**src/rtl/timestamp_capture.sv**
```systemverilog
// N-channel event timestamper: synchronise inputs, detect edges, latch a free-running
// timestamp per channel and queue {channel, ts} records (plus counter-rollover markers) in a FWFT FIFO.
module timestamp_capture #(
    parameter int NCH         = 2,
    parameter int TS_W        = 24,
    parameter int DEPTH       = 16,
    parameter int SYNC_STAGES = 2,
    parameter int EDGE_MODE   = 0,
    localparam int CH_W       = $clog2(NCH + 1),
    localparam int REC_W      = CH_W + TS_W,
    localparam int AW         = $clog2(DEPTH),
    localparam int LVL_W      = AW + 1
) (
    input  logic             clk,
    input  logic             rstn,
    input  logic [NCH-1:0]   datain,
    input  logic [NCH-1:0]   ch_enable,
    input  logic             clear_overflow,
    output logic [REC_W-1:0] rec_data,
    output logic             rec_valid,
    input  logic             rec_ready,
    output logic             overflow,
    output logic [LVL_W-1:0] fifo_level
);

    logic [TS_W-1:0]  cnt_q;
    logic [TS_W-1:0]  cnt_d;
    logic             cnt_wrap;

    logic [NCH-1:0]   sync_q [SYNC_STAGES];
    logic [NCH-1:0]   prev_q;
    logic [NCH-1:0]   sync_last;
    logic [NCH-1:0]   edge_hit;
    logic [NCH-1:0]   detect;

    logic [NCH-1:0]   pend_q;
    logic [NCH-1:0]   pend_d;
    logic [NCH-1:0]   grant_ch;
    logic [NCH-1:0]   capture;
    logic [NCH-1:0]   drop;
    logic [TS_W-1:0]  hold_q [NCH];

    logic             marker_q;
    logic             marker_d;
    logic             grant_marker;
    logic             marker_lost;

    logic             overflow_q;
    logic             overflow_d;

    logic [REC_W-1:0] mem_q [DEPTH];
    logic [AW-1:0]    wr_ptr_q;
    logic [AW-1:0]    rd_ptr_q;
    logic [LVL_W-1:0] count_q;
    logic [LVL_W-1:0] count_d;
    logic             fifo_full;
    logic             pop;
    logic             can_wr;
    logic             wr_en;
    logic [REC_W-1:0] wr_data;

    assign cnt_d    = cnt_q + TS_W'(1);
    assign cnt_wrap = &cnt_q;

    always_ff @(posedge clk or negedge rstn) begin
        if (!rstn) begin
            cnt_q <= '0;
        end else begin
            cnt_q <= cnt_d;
        end
    end

    // Input synchroniser chain; prev_q holds the last synchronised value for edge detection.
    always_ff @(posedge clk or negedge rstn) begin
        if (!rstn) begin
            for (int s = 0; s < SYNC_STAGES; s++) begin
                sync_q[s] <= '0;
            end
            prev_q <= '0;
        end else begin
            sync_q[0] <= datain;
            for (int s = 1; s < SYNC_STAGES; s++) begin
                sync_q[s] <= sync_q[s-1];
            end
            prev_q <= sync_q[SYNC_STAGES-1];
        end
    end

    assign sync_last = sync_q[SYNC_STAGES-1];

    always_comb begin
        if (EDGE_MODE == 1) begin
            edge_hit = ~sync_last & prev_q;
        end else if (EDGE_MODE == 2) begin
            edge_hit = sync_last ^ prev_q;
        end else begin
            edge_hit = sync_last & ~prev_q;
        end
    end

    assign detect = edge_hit & ch_enable;

    // Marker has priority; otherwise the lowest pending channel wins the single write slot.
    always_comb begin
        grant_ch = '0;
        if (can_wr && !marker_q) begin
            for (int i = NCH - 1; i >= 0; i--) begin
                if (pend_q[i]) begin
                    grant_ch    = '0;
                    grant_ch[i] = 1'b1;
                end
            end
        end
    end

    always_comb begin
        wr_data = {CH_W'(NCH), {TS_W{1'b0}}};
        for (int i = 0; i < NCH; i++) begin
            if (grant_ch[i]) begin
                wr_data = {CH_W'(i), hold_q[i]};
            end
        end
    end

    assign grant_marker = can_wr & marker_q;
    assign wr_en        = grant_marker | (|grant_ch);

    // A channel whose record is being written this cycle is free to take a new capture.
    assign capture = detect & ~(pend_q & ~grant_ch);
    assign drop    = detect & pend_q & ~grant_ch;
    assign pend_d  = detect | (pend_q & ~grant_ch);

    assign marker_lost = cnt_wrap & marker_q & ~grant_marker;
    assign marker_d    = cnt_wrap | (marker_q & ~grant_marker);

    assign overflow_d = (|drop) | marker_lost | (overflow_q & ~clear_overflow);

    always_ff @(posedge clk or negedge rstn) begin
        if (!rstn) begin
            pend_q     <= '0;
            marker_q   <= 1'b0;
            overflow_q <= 1'b0;
        end else begin
            pend_q     <= pend_d;
            marker_q   <= marker_d;
            overflow_q <= overflow_d;
        end
    end

    always_ff @(posedge clk) begin
        for (int i = 0; i < NCH; i++) begin
            if (capture[i]) begin
                hold_q[i] <= cnt_q;
            end
        end
    end

    assign fifo_full = (count_q == LVL_W'(DEPTH));
    assign rec_valid = (count_q != '0);
    assign pop       = rec_valid & rec_ready;
    assign can_wr    = ~fifo_full | pop;

    always_comb begin
        case ({wr_en, pop})
            2'b10:   count_d = count_q + LVL_W'(1);
            2'b01:   count_d = count_q - LVL_W'(1);
            default: count_d = count_q;
        endcase
    end

    // Record FIFO: pointers wrap naturally because DEPTH is a power of two.
    always_ff @(posedge clk or negedge rstn) begin
        if (!rstn) begin
            wr_ptr_q <= '0;
            rd_ptr_q <= '0;
            count_q  <= '0;
        end else begin
            if (wr_en) begin
                wr_ptr_q <= wr_ptr_q + AW'(1);
            end
            if (pop) begin
                rd_ptr_q <= rd_ptr_q + AW'(1);
            end
            count_q <= count_d;
        end
    end

    always_ff @(posedge clk) begin
        if (wr_en) begin
            mem_q[wr_ptr_q] <= wr_data;
        end
    end

    assign rec_data   = rec_valid ? mem_q[rd_ptr_q] : '0;
    assign overflow   = overflow_q;
    assign fifo_level = count_q;

endmodule

```
**config.mk**
```make
export PLATFORM = sky130hd
export DESIGN_NAME = timestamp_capture
export DESIGN_NICKNAME = d
export VERILOG_FILES = /design/src/rtl/timestamp_capture.sv
export SDC_FILE = /design/constraint.sdc
export NUM_CORES = 1
export LEC_CHECK = 0
export ABC_AREA = 0
export BUFFER_PORTS_ARGS = -buffer_cell sky130_fd_sc_hd__buf_2
export CAP_MARGIN = 10
export CELL_PAD_IN_SITES_DETAIL_PLACEMENT = 1
export CELL_PAD_IN_SITES_GLOBAL_PLACEMENT = 2
export CORE_MARGIN = 1
export CORE_UTILIZATION = 45
export CTS_CLUSTER_DIAMETER = 40
export DETAILED_ROUTE_END_ITERATION = 10
export PLACE_DENSITY_LB_ADDON = 0.12
export SLEW_MARGIN = 20
export SYNTH_ARGS = -nofsm -noshare
export SYNTH_HDL_FRONTEND = slang
export SYNTH_SLANG_ARGS = --single-unit
```
**constraint.sdc**
```tcl
create_clock -name clk -period 4.44 [get_ports clk]
set_input_delay 1.332 -clock clk [delete_from_list [all_inputs] [get_ports clk]]
set_output_delay 1.332 -clock clk [all_outputs]
set_load 0.05 [all_outputs]
```
==> results of run 1 <==
## cell families after synthesis
group / synth area share, %
flip-flops: 76.3
multiplexers: 13.5
AND/OR/NAND/NOR: 3.29
AO/OA/AOI/OAI: 3.41
buffers and inverters: 1.52
XOR/XNOR: 1.50
adder cells (fa/ha/maj): 0.568
## cell usage after synthesis (2+ instances only)
master	instances
a21o_1	3
a21oi_1	5
a221o_1	25
a22o_1	24
and2_1	5
and2b_1	2
and3_1	4
and4_1	7
buf_2	16
buf_6	8
clkbuf_1	18
dfrtp_1	47
edfxtp_1	464
ha_1	9
inv_1	10
inv_2	4
mux2_2	25
mux2i_1	3
mux4_2	104
nand2_1	16
nand3_1	16
nand3b_1	2
nand4_1	4
nor2_1	7
nor2_2	2
nor2b_1	22
nor3_1	3
nor3b_1	5
nor4b_1	5
o211ai_4	2
o21ai_0	3
o21ai_1	2
xnor2_1	24
xor2_1	10
## cell usage in the layout (no fill, tap or decap), types with 10 or more instances in the layout
master        n
a221o_1      25
a22o_1       24
buf_12       11
buf_2        40
buf_4        36
bufinv_16    10
clkbuf_16    77
clkinvlp_4   16
dfrtp_1      44
edfxtp_1    464
inv_1        10
inv_6        11
mux2_2       25
mux4_2      104
nand2_1      16
nand3_1      16
nor2b_1      22
xnor2_1      24
xor2_1       10
## timing repair
item | 4_1_cts | 5_1_grt
gates resized for setup | 1 | 2
pin swaps | 1 | 1
endpoints found under the setup margin | 7 | 9
setup buffers | 3 | 0
## metal layers
metal,wire length [um],GRT usage (%),up-vias
met3,1930,3.83,66
met2,23100,35.2,215
met1,20700,30.1,5147
li1,-,-,4116
met4,823,6.40,0
met5,0,0,-
## final timing paths
| check | slack (ns) | endpoint | start |
|---|---|---|---|
| max in group asynchronous | 2.89 | pend_q[0] | rstn |
| worst min-delay path | 0.36 | sync_last[1] | sync_q[3] |
| min in group asynchronous | 0.79 | fifo_level[0] | rstn |
| worst max register to register | 1.37 | fifo_level[4] | fifo_level[0] |
| worst min register to register | 0.36 | sync_last[1] | sync_q[3] |
| worst max-delay path | 0.12 | rec_data[16] | fifo_level[0] |
## sequential cells by signal, indices dropped and copies added, names as in the netlist, 2 cells and up
signal,flops
hold_q,48
cnt_q,24
rd_ptr_q,4
prev_q,2
sync_q,2
pend_q,2
sync_last,2
mem_q,416
fifo_level,5
wr_ptr_q,4
## critical path, stage by stage, from the launching register on
cell,delay [ns]
dfrtp_1,0.45
or4_4,0.68
o211ai_4,0.58
nor2b_1,0.10
a221o_1,0.33
buf_2,0.23
## through the flow
| step | TNS [ns] | setup WS [ns] | area, um2 | util, % |
|---|---|---|---|---|
| floorplan | -60.05 | -0.598 | 19800 | - |
| global placement | 0 | 0.661 | 21000 | 48.6 |
| detailed placement | 0 | 0.618 | 21000 | 48.6 |
| CTS | 0 | 0.0109 | 23700 | 54.7 |
| global route | 0 | 0.0127 | 23700 | 54.8 |
| finish | 0 | 0.119 | 23700 | 54.8 |
## where the power goes
part | total (mW) | leakage (nW) | internal (mW) | switching, mW
Clock | 6.11 | 1.22 | 3.82 | 2.28
Sequential | 6.28 | 4.84 | 5.93 | 0.353
Combinational | 5.05 | 1.94 | 1.96 | 3.10
Total | 17.4 | 8.00 | 11.7 | 5.73
## area by class of cell
| cell class | count | area [um2] | area share (%) |
|---|---|---|---|
| sequential | 511 | 15100 | 63.8 |
| multi-input combinational | 357 | 4470 | 18.9 |
| clock buffer | 86 | 1960 | 8.27 |
| tap | 585 | 732 | 3.09 |
| timing repair buffer | 89 | 713 | 3.01 |
| clock inverter | 53 | 646 | 2.72 |
| inverter | 14 | 52.6 | 0.222 |
==> out/metrics.yaml, run 1 <==
grt_setup_unrepaired: "no"
top_level_ports: 41
dieWidth_um: 212
clock_tree.buffer_depth: 3
cts_tree: "built"
die_area_um2: 44900
combined_area_of_all_synthesized_cells_um2: 19800
crit_path_end_kind: "output port"
maxCapViolCount: 0
vias: 9544
hold_buffers: 0
total_power_mw: 17.4
detailed_place_hpwl_um: 27100
floorplan.rows: 76
design.final.nets: 1065
pin_count_of_the_biggest_net_entering_global_routing: 38
final.hold.worst_slack_ns: 0.357
dr.first_iter.drc_count: 844
critical_path_arrival_ns: 2.99
grt_first_pass_wirelength_um: 68500
post_synth_inst_count: 926
number_of_inserted_diodes: 0
count_of_flip_flops_with_a_built_in_enable_after_synthesis: 464
fill_cells: 3733
power.leakage_nw: 8.00
power.density_cell_area_nw_per_um2: 736
syn_nets: 943
yosys_warnings: 0
achievable-frequency_mhz: 231
number_of_antenna_violations_at_the_first_check_in_global_routing: 0
setup_violations: 0
timing.critical_path.fanout_max: 10
clock_skew_ns: 0.0155
post-route-drc-count: 0
placedCellCount: 1553
finalHoldViolCount: 0
start_util_pct: 45.8
max-vdd-ir-drop_mv: 0.473
routed_wire_length_per_instance_um: 27.5
number_of_vias_per_cell_after_detailed_routing: 5.63
drtPass1Iterations: 4
number_of_global_route_vias_before_repair: 10200
clk_transition_reported_paths_ns: 0.05
post_route_cells_drive_above_1_share_pct: 34.1
worst-slew-pin-transition_ns: 0.909
cts_buffers: 75
gp_congestion: 0.717
ys_seq_elements: 511
run_status: "completed"
clock-root-buffer: "clkbuf_16"
synth_largest_area_cell: "edfxtp_1"
routed_wl_um: 46500
synth_sequential_area_ratio_pct: 76.3
grtUsageTotal_pct: 21.7
yosys-top-cells-area: "edfxtp_1 70%, mux4_2 12%, dfrtp_1 5.9%"
grt-ovfl-total: 0
cts_sinks: 511
report.final.slew_viol_count: 0
crit_path_start_kind: "flop"
ff2ff_path_depth: 11
fp.coreArea_um2: 43300
final_cells: 1695
postSynth.topFlopCell: "edfxtp_1"
buffer_ports.inserted: 40
drt.antenna.violating_nets: 0
hold_class: "flop to flop"
htreeDepth: 3
share_of_the_clock_period_used_by_the_worst_path_pct: 97.3
synth_area_per_cell_um2: 21.4
critical_path_class: "flop to output port"
max-slew-margin-rel_pct: 38.9
postSynth.asyncResetShare_pct: 9.20
worst-endpoint-required_ns: 3.11
synth_cell_types: 54
die_height_um: 212
worstHoldPathCells: 0
synthDominantCellAreaShare_pct: 70.3
syn_to_final_growth_pct: 19.6
period_minus_slack_ns: 4.32
clock_insertion_delay_worst_skew_ns: 0.60
Power figures use the tool's default switching activity.
==> run 2: changes to the inputs <==
Settings changed: ABC_CLOCK_PERIOD_IN_PS from default to 4440, CORE_UTILIZATION 45 to 30.
==> out/metrics.yaml, run 2 (same netlist as run 1, synthesis figures left out) <==
run_status: "completed"
combPwrFrac_pct: 28.0  # -1.0 points
drtPass1Iterations: 6  # +2
maxCapViolCount: 0  # unchanged
share_seq_of_total_power_pct: 34.1  # -1.9 points
worst-slew-pin-transition_ns: 1.03  # +0.118 ns
commonest_non_fill_non_tap_cells_in_the_layout: "464 x edfxtp_1, 104 x mux4_2, 89 x clkbuf_16"
achievable-frequency_mhz: 234  # +0.91%
die_height_um: 259  # +22%
netSwitchingPower_mw: 5.90  # +2.8%
power.density_cell_area_nw_per_um2: 750  # +1.9%
cts_tree: "built"
number_of_global_route_vias_before_repair: 10600  # +4.5%
cts_buffers: 88  # +17%
clock_tree.buffer_depth: 3  # unchanged
period_minus_slack_ns: 4.28  # -0.0390 ns
detailed_place_hpwl_um: 28700  # +5.9%
hold_class: "flop to flop"
cts_sinks: 511  # unchanged
critical-path-max-stage-delay_ns: 0.67  # about the same
largest_reg_flops: 416  # unchanged
crit_path_start_kind: "flop"
grtUsageTotal_pct: 15.5  # -6.2 points
syn_to_final_growth_pct: 24.3
gp_congestion: 0.687  # -4.2%
number_of_antenna_violations_at_the_first_check_in_global_routing: 0  # unchanged
max-slew-margin-rel_pct: 30.9  # -8.0 points
routed_wl_um: 50300  # +8.1%
finalHoldViolCount: 0  # unchanged
timing.critical_path.fanout_max: 9  # -1
worst-endpoint-required_ns: 3.11  # about the same
timing.critical_path.max_delay_family: "simple AND/OR/NAND/NOR gates"
top_level_ports: 41  # unchanged
number_of_vias_per_cell_after_detailed_routing: 4.83  # -14%
start_util_pct: 30.6  # -15 points
cell_internal_pwr_mw: 12.6  # +7.4%
critical_path_class: "flop to output port"
clock-root-buffer: "clkbuf_16"
reg.largest.list: "mem_q (416), hold_q (48), cnt_q (24)"
total_power_mw: 18.5  # +5.9%
switching_share_pct: 31.9  # -0.95 points
grt_setup_unrepaired: "no"
final_common_cell: "edfxtp_1"
drt.antenna.violating_nets: 0  # unchanged
dieWidth_um: 259  # +22%
area_of_the_multi_input_gates_um2: 4480  # +0.20%
pin_count_of_the_biggest_net_entering_global_routing: 41  # +7.9%
max-vdd-ir-drop_mv: 0.313  # -34%
critical_path_arrival_ns: 2.95  # -0.04 ns
clk_transition_reported_paths_ns: 0.05  # about the same
seqCellArea_um2: 15100  # unchanged
power.clock.fraction_pct: 37.9  # +2.9 points
post-route-drc-count: 0  # unchanged
htreeDepth: 3  # unchanged
reg2reg_setup_slack_ns: 1.07  # -0.30 ns
share_of_the_clock_period_used_by_the_worst_path_pct: 96.4  # -0.88 points
design.final.nets: 1081  # +1.5%
grt_first_pass_wirelength_um: 74500  # +8.8%
clock_skew_ns: 0.0177  # +0.00226 ns
dr.first_iter.drc_count: 546  # -35%
setup_violations: 0  # unchanged
clock_insertion_delay_worst_skew_ns: 0.61  # about the same
worstPathCellList: "or4_4 -> o21ai_4 -> nor2_2 -> buf_6 -> a221o_1 -> buf_2"
routed_wire_length_per_instance_um: 25.3  # -7.9%
power.leakage_nw: 8.30  # +3.7%
floorplan.rows: 93  # +22%
report.final.slew_viol_count: 0  # unchanged
utilization_pct: 38.0  # -17 points
number_of_inserted_diodes: 0  # unchanged
buffer_ports.inserted: 40  # unchanged
timing.critical_path.slowest_stage_cell: "or4_4"
die_area_um2: 67100  # +49%
crit_path_buf_inv_count: 2  # +1
grt-ovfl-total: 0  # unchanged
top_register: "mem_q"
crit_path_end_kind: "output port"
post_route_cells_drive_above_1_share_pct: 35.5  # +1.5 points
vias: 9621  # +0.81%
fill_cells: 6150  # +65%
fp.coreArea_um2: 64800  # +50%
-- run 2: changes by cell type in the layout (fill, tap and decap cells not counted), sizes merged --
| cell | change |
|---|---|
| buf | +3 |
| bufinv | +5 |
| clkbuf | +16 |
| clkinv | +13 |
| clkinvlp | -7 |
| inv | -5 |
-- run 2: worst paths after layout --
path / startpoint / to / cells after the start
min reg2reg: sync_q[2] / sync_last[0] / 0
min in group asynchronous: rstn / prev_q[0] / 1
max in group asynchronous: rstn / cnt_q[12] / 2
max: fifo_level[0] / rec_data[10] / 6
min: sync_q[2] / sync_last[0] / 0
max reg2reg: fifo_level[0] / fifo_level[4] / 11
-- run 2: area by class of cell --
cell class,instances,area share [%]
clock inverters,59,3.06
repair buffers,92,3.36
flip-flops and latches,511,61.4
clock buffers,102,9.44
inverters,14,0.213
multi-input cells,357,18.2
well taps,855,4.34
-- run 2: repair_timing --
| action | 4_1_cts | 5_1_grt |
|---|---|---|
| setup buffers | 3 | 2 |
| gates resized for setup | 0 | 1 |
| hold endpoints to repair | 0 | 0 |
| endpoints found under the setup margin | 19 | 8 |
| pin swaps | 2 | 1 |
| hold buffers | 0 | 0 |
-- run 2: power by group through the flow --
| stage | Combinational [mW] | Sequential (mW) | Clock (mW) |
|---|---|---|---|
| 5_1_grt | 5.55 | 6.36 | 7.38 |
| 4_1_cts | 5.33 | 6.32 | 7.19 |
| 3_5_place_dp | 5.24 | 6.43 | 0 |
| 3_3_place_gp | 5.23 | 6.42 | 0 |
| 2_1_floorplan | 3.70 | 6.22 | 0 |
| 6_report | 5.17 | 6.30 | 7.00 |
-- run 2: metrics by stage --
step	setup TNS, ns	cells	setup WS (ns)	cell area [um2]	hold slack [ns]
3_5_place_dp	0	1824	0.554	21500	0.337
4_1_cts	0	1988	0.000346	24600	0.349
3_3_place_gp	0	1824	0.594	21500	0.332
5_1_grt	0	1990	0.0437	24600	0.360
2_1_floorplan	-60.05	926	-0.598	19800	0.331
6_report	0	1990	0.158	24600	0.347
-- run 2: routing by layer --
metal | up-vias | track usage, % | share of wire, %
met5 | - | 0 | 0
met4 | 0 | 5.16 | 2.0
met3 | 80 | 2.59 | 3.6
met2 | 166 | 25.0 | 48
met1 | 5224 | 21.2 | 46
li1 | 4151 | - | -
-- run 2: worst register-to-register path: stages (launching register included) --
cell and delay, ns:
dfrtp_1 0.46, or4_4 0.67, buf_4 0.20, o32a_1 0.35, inv_2 0.23, ha_1 0.37
xor2_1 0.19, ha_1 0.21, inv_1 0.07, a32oi_1 0.21, a31oi_1 0.12, xor2_1 0.15
==> run 3: changes to the inputs <==
Settings changed: ABC_CLOCK_PERIOD_IN_PS 4440 to 4490, CORE_ASPECT_RATIO from default to 0.5.
Clock period 4.44 ns to 4.49 ns, I/O delays scaled along.
==> out/metrics.yaml, run 3 (same netlist as run 1, synthesis figures left out) <==
utilization_pct: 36.1  # -1.9 points
hold_path.startpoint: "sync_q[2]"
pin_count_of_the_biggest_net_entering_global_routing: 43  # +4.9%
worstHoldPathCells: 0  # unchanged
combPwrFrac_pct: 32.5  # +4.5 points
crit_path_end_kind: "output port"
clock-root-buffer: "clkbuf_16"
run_status: "completed"
power.density_cell_area_nw_per_um2: 688  # -8.3%
netSwitchingPower_mw: 5.52  # -6.5%
routed_wl_um: 50700  # +0.76%
die_area_um2: 67100  # about the same
worst-slew-pin-transition_ns: 0.807  # -0.220 ns
worstReg2RegStart: "fifo_level[2]"
clock_tree.buffer_depth: 3  # unchanged
drt.antenna.violating_nets: 0  # unchanged
htreeDepth: 2  # -1
cts_buffers: 57  # -35%
dieWidth_um: 365  # +41%
worst-endpoint-required_ns: 3.14  # +0.03 ns
largest_reg_flops: 416  # unchanged
reg2reg_setup_slack_ns: 1.20  # +0.13 ns
r2r_end: "fifo_level[4]"
cts_tree: "built"
die_height_um: 184  # -29%
grtUsageTotal_pct: 15.3  # -0.19 points
routed_wire_length_per_instance_um: 25.7  # +1.7%
grt_setup_unrepaired: "no"
final.hold.worst_slack_ns: 0.347  # -0.000437 ns
crit_path_start_kind: "flop"
maxCapViolCount: 0  # unchanged
final_common_cell: "edfxtp_1"
detailed_place_hpwl_um: 30100  # +5.0%
setup_violations: 0  # unchanged
fp.coreArea_um2: 65200  # +0.53%
period_minus_slack_ns: 4.36
floorplan.rows: 66  # -29%
hold_path_end: "sync_last[0]"
clock_skew_ns: 0.0200  # +0.00226 ns
buffer_ports.inserted: 40  # unchanged
drtPass1Iterations: 5  # -1
reg.largest.list: "mem_q (416), hold_q (48), cnt_q (24)"
gp_congestion: 0.704  # +2.5%
power.leakage_nw: 7.78  # -6.3%
post_route_cells_drive_above_1_share_pct: 32.4  # -3.1 points
number_of_global_route_vias_before_repair: 10400  # -2.4%
top_register: "mem_q"
top_level_ports: 41  # unchanged
critical_path_class: "flop to output port"
power.clock.fraction_pct: 29.4  # -8.5 points
share_seq_of_total_power_pct: 38.2  # +4.1 points
max-vdd-ir-drop_mv: 0.334  # +6.9%
commonest_non_fill_non_tap_cells_in_the_layout: "464 x edfxtp_1, 104 x mux4_2, 61 x clkbuf_16"
max-slew-margin-rel_pct: 46.2  # +15 points
design.final.nets: 1056  # -2.3%
vias: 9472  # -1.5%
dr.first_iter.drc_count: 778  # +42%
fill_cells: 6276  # +2.0%
critical_path_arrival_ns: 3.01  # +0.06 ns
clock_insertion_delay_worst_skew_ns: 0.59  # -0.02 ns
grt_first_pass_wirelength_um: 73000  # -2.0%
cts_sinks: 511  # unchanged
start_util_pct: 30.4  # -0.16 points
placedCellCount: 1860  # +2.0%
number_of_antenna_violations_at_the_first_check_in_global_routing: 1  # +1
number_of_vias_per_cell_after_detailed_routing: 4.80  # -0.65%
achievable-frequency_mhz: 230
final_cells: 1972  # -0.90%
finalHoldViolCount: 0  # unchanged
grt-ovfl-total: 0  # unchanged
report.final.slew_viol_count: 0  # unchanged
share_of_the_clock_period_used_by_the_worst_path_pct: 97.0
area_of_the_multi_input_gates_um2: 4480  # -0.14%
timing.critical_path.fanout_max: 9  # unchanged
clk_transition_reported_paths_ns: 0.06  # about the same
post-route-drc-count: 0  # unchanged
total_power_mw: 16.2  # -12%
worstPathCellList: "or4_4 -> o21ai_4 -> nor2_1 -> buf_4 -> a221o_1 -> buf_2"
cell_internal_pwr_mw: 10.7  # -15%
switching_share_pct: 34.1  # +2.2 points
critical-path-max-stage-delay_ns: 0.70  # +0.03 ns
seqCellArea_um2: 15100  # unchanged
timing.critical_path.slowest_stage_cell: "or4_4"
ff2ff_path_depth: 10  # -1
syn_to_final_growth_pct: 18.8
hold_class: "flop to flop"
## run 3: cell types whose count changed in the layout (fill, tap and decap cells not counted), moves of 2 or more
cell,change
clkinvlp_4,-4
inv_6,-2
clkinv_2,-7
clkbuf_8,-3
buf_4,+8
clkbuf_16,-28
clkinv_8,-2
bufinv_16,-10
clkinv_1,+3
## run 3: worst max-delay path by stage
stage | cells past startpoint | endpoint | from | slack [ns]
final | 6 | rec_data[0] | fifo_level[2] | 0.13
after global routing | 6 | rec_data[16] | fifo_level[2] | 0.02
after CTS | 6 | rec_data[9] | fifo_level[2] | 0.02
after detailed placement | 6 | rec_data[21] | fifo_level[2] | 0.50
after global placement | 6 | rec_data[18] | fifo_level[2] | 0.53
after floorplan | 4 | mem_q[2][0] | rec_ready | -0.56
## run 3: power groups by stage
stage | sequential (mW) | clock (mW) | combinational (mW)
floorplan | 6.15 | 0 | 3.66
global placement | 6.27 | 0 | 5.23
detailed placement | 6.30 | 0 | 5.26
CTS | 6.20 | 4.89 | 5.32
global route | 6.23 | 5.06 | 5.58
finish | 6.18 | 4.76 | 5.26
## run 3: through the flow
stage	setup TNS (ns)	area [um2]	setup slack [ns]
final	0	23500	0.133
after global routing	0	23500	0.0205
after CTS	0	23500	0.0171
after detailed placement	0	21500	0.496
after global placement	0	21500	0.529
after floorplan	-56.41	19800	-0.563
## run 3: final cells by class
type                    count  area share [%]
clock inverters            37            1.47
clock buffers              70            6.71
well taps                 884            4.70
flip-flops and latches    511            64.2
inverters                  14           0.223
repair buffers             98            3.64
diodes                      1          0.0106
multi-input cells         357            19.0
## run 3: layer usage
| layer | wire, um | track usage, % | up-vias |
|---|---|---|---|
| met4 | 706 | 2.98 | 0 |
| li1 | - | - | 4089 |
| met2 | 23700 | 24.3 | 143 |
| met3 | 1740 | 2.42 | 55 |
| met5 | 0 | 0 | - |
| met1 | 24500 | 22.2 | 5185 |
## run 3: critical path, delay by kind of cell, from the launching register on
family	cells	cell delay (ns)
buffers and inverters	2	0.49
and+or+nand+nor	2	0.88
DFF	1	0.48
AOI/OAI and AO/OA	2	0.58
## run 3: repair_timing
action / in CTS / in global routing
buffers inserted: 3 / 1
gates resized for setup: 0 / 1
hold buffers: 0 / 0
pin swaps: 1 / 0
endpoints found under the setup margin: 9 / 9
endpoints found under the hold margin: 0 / 0
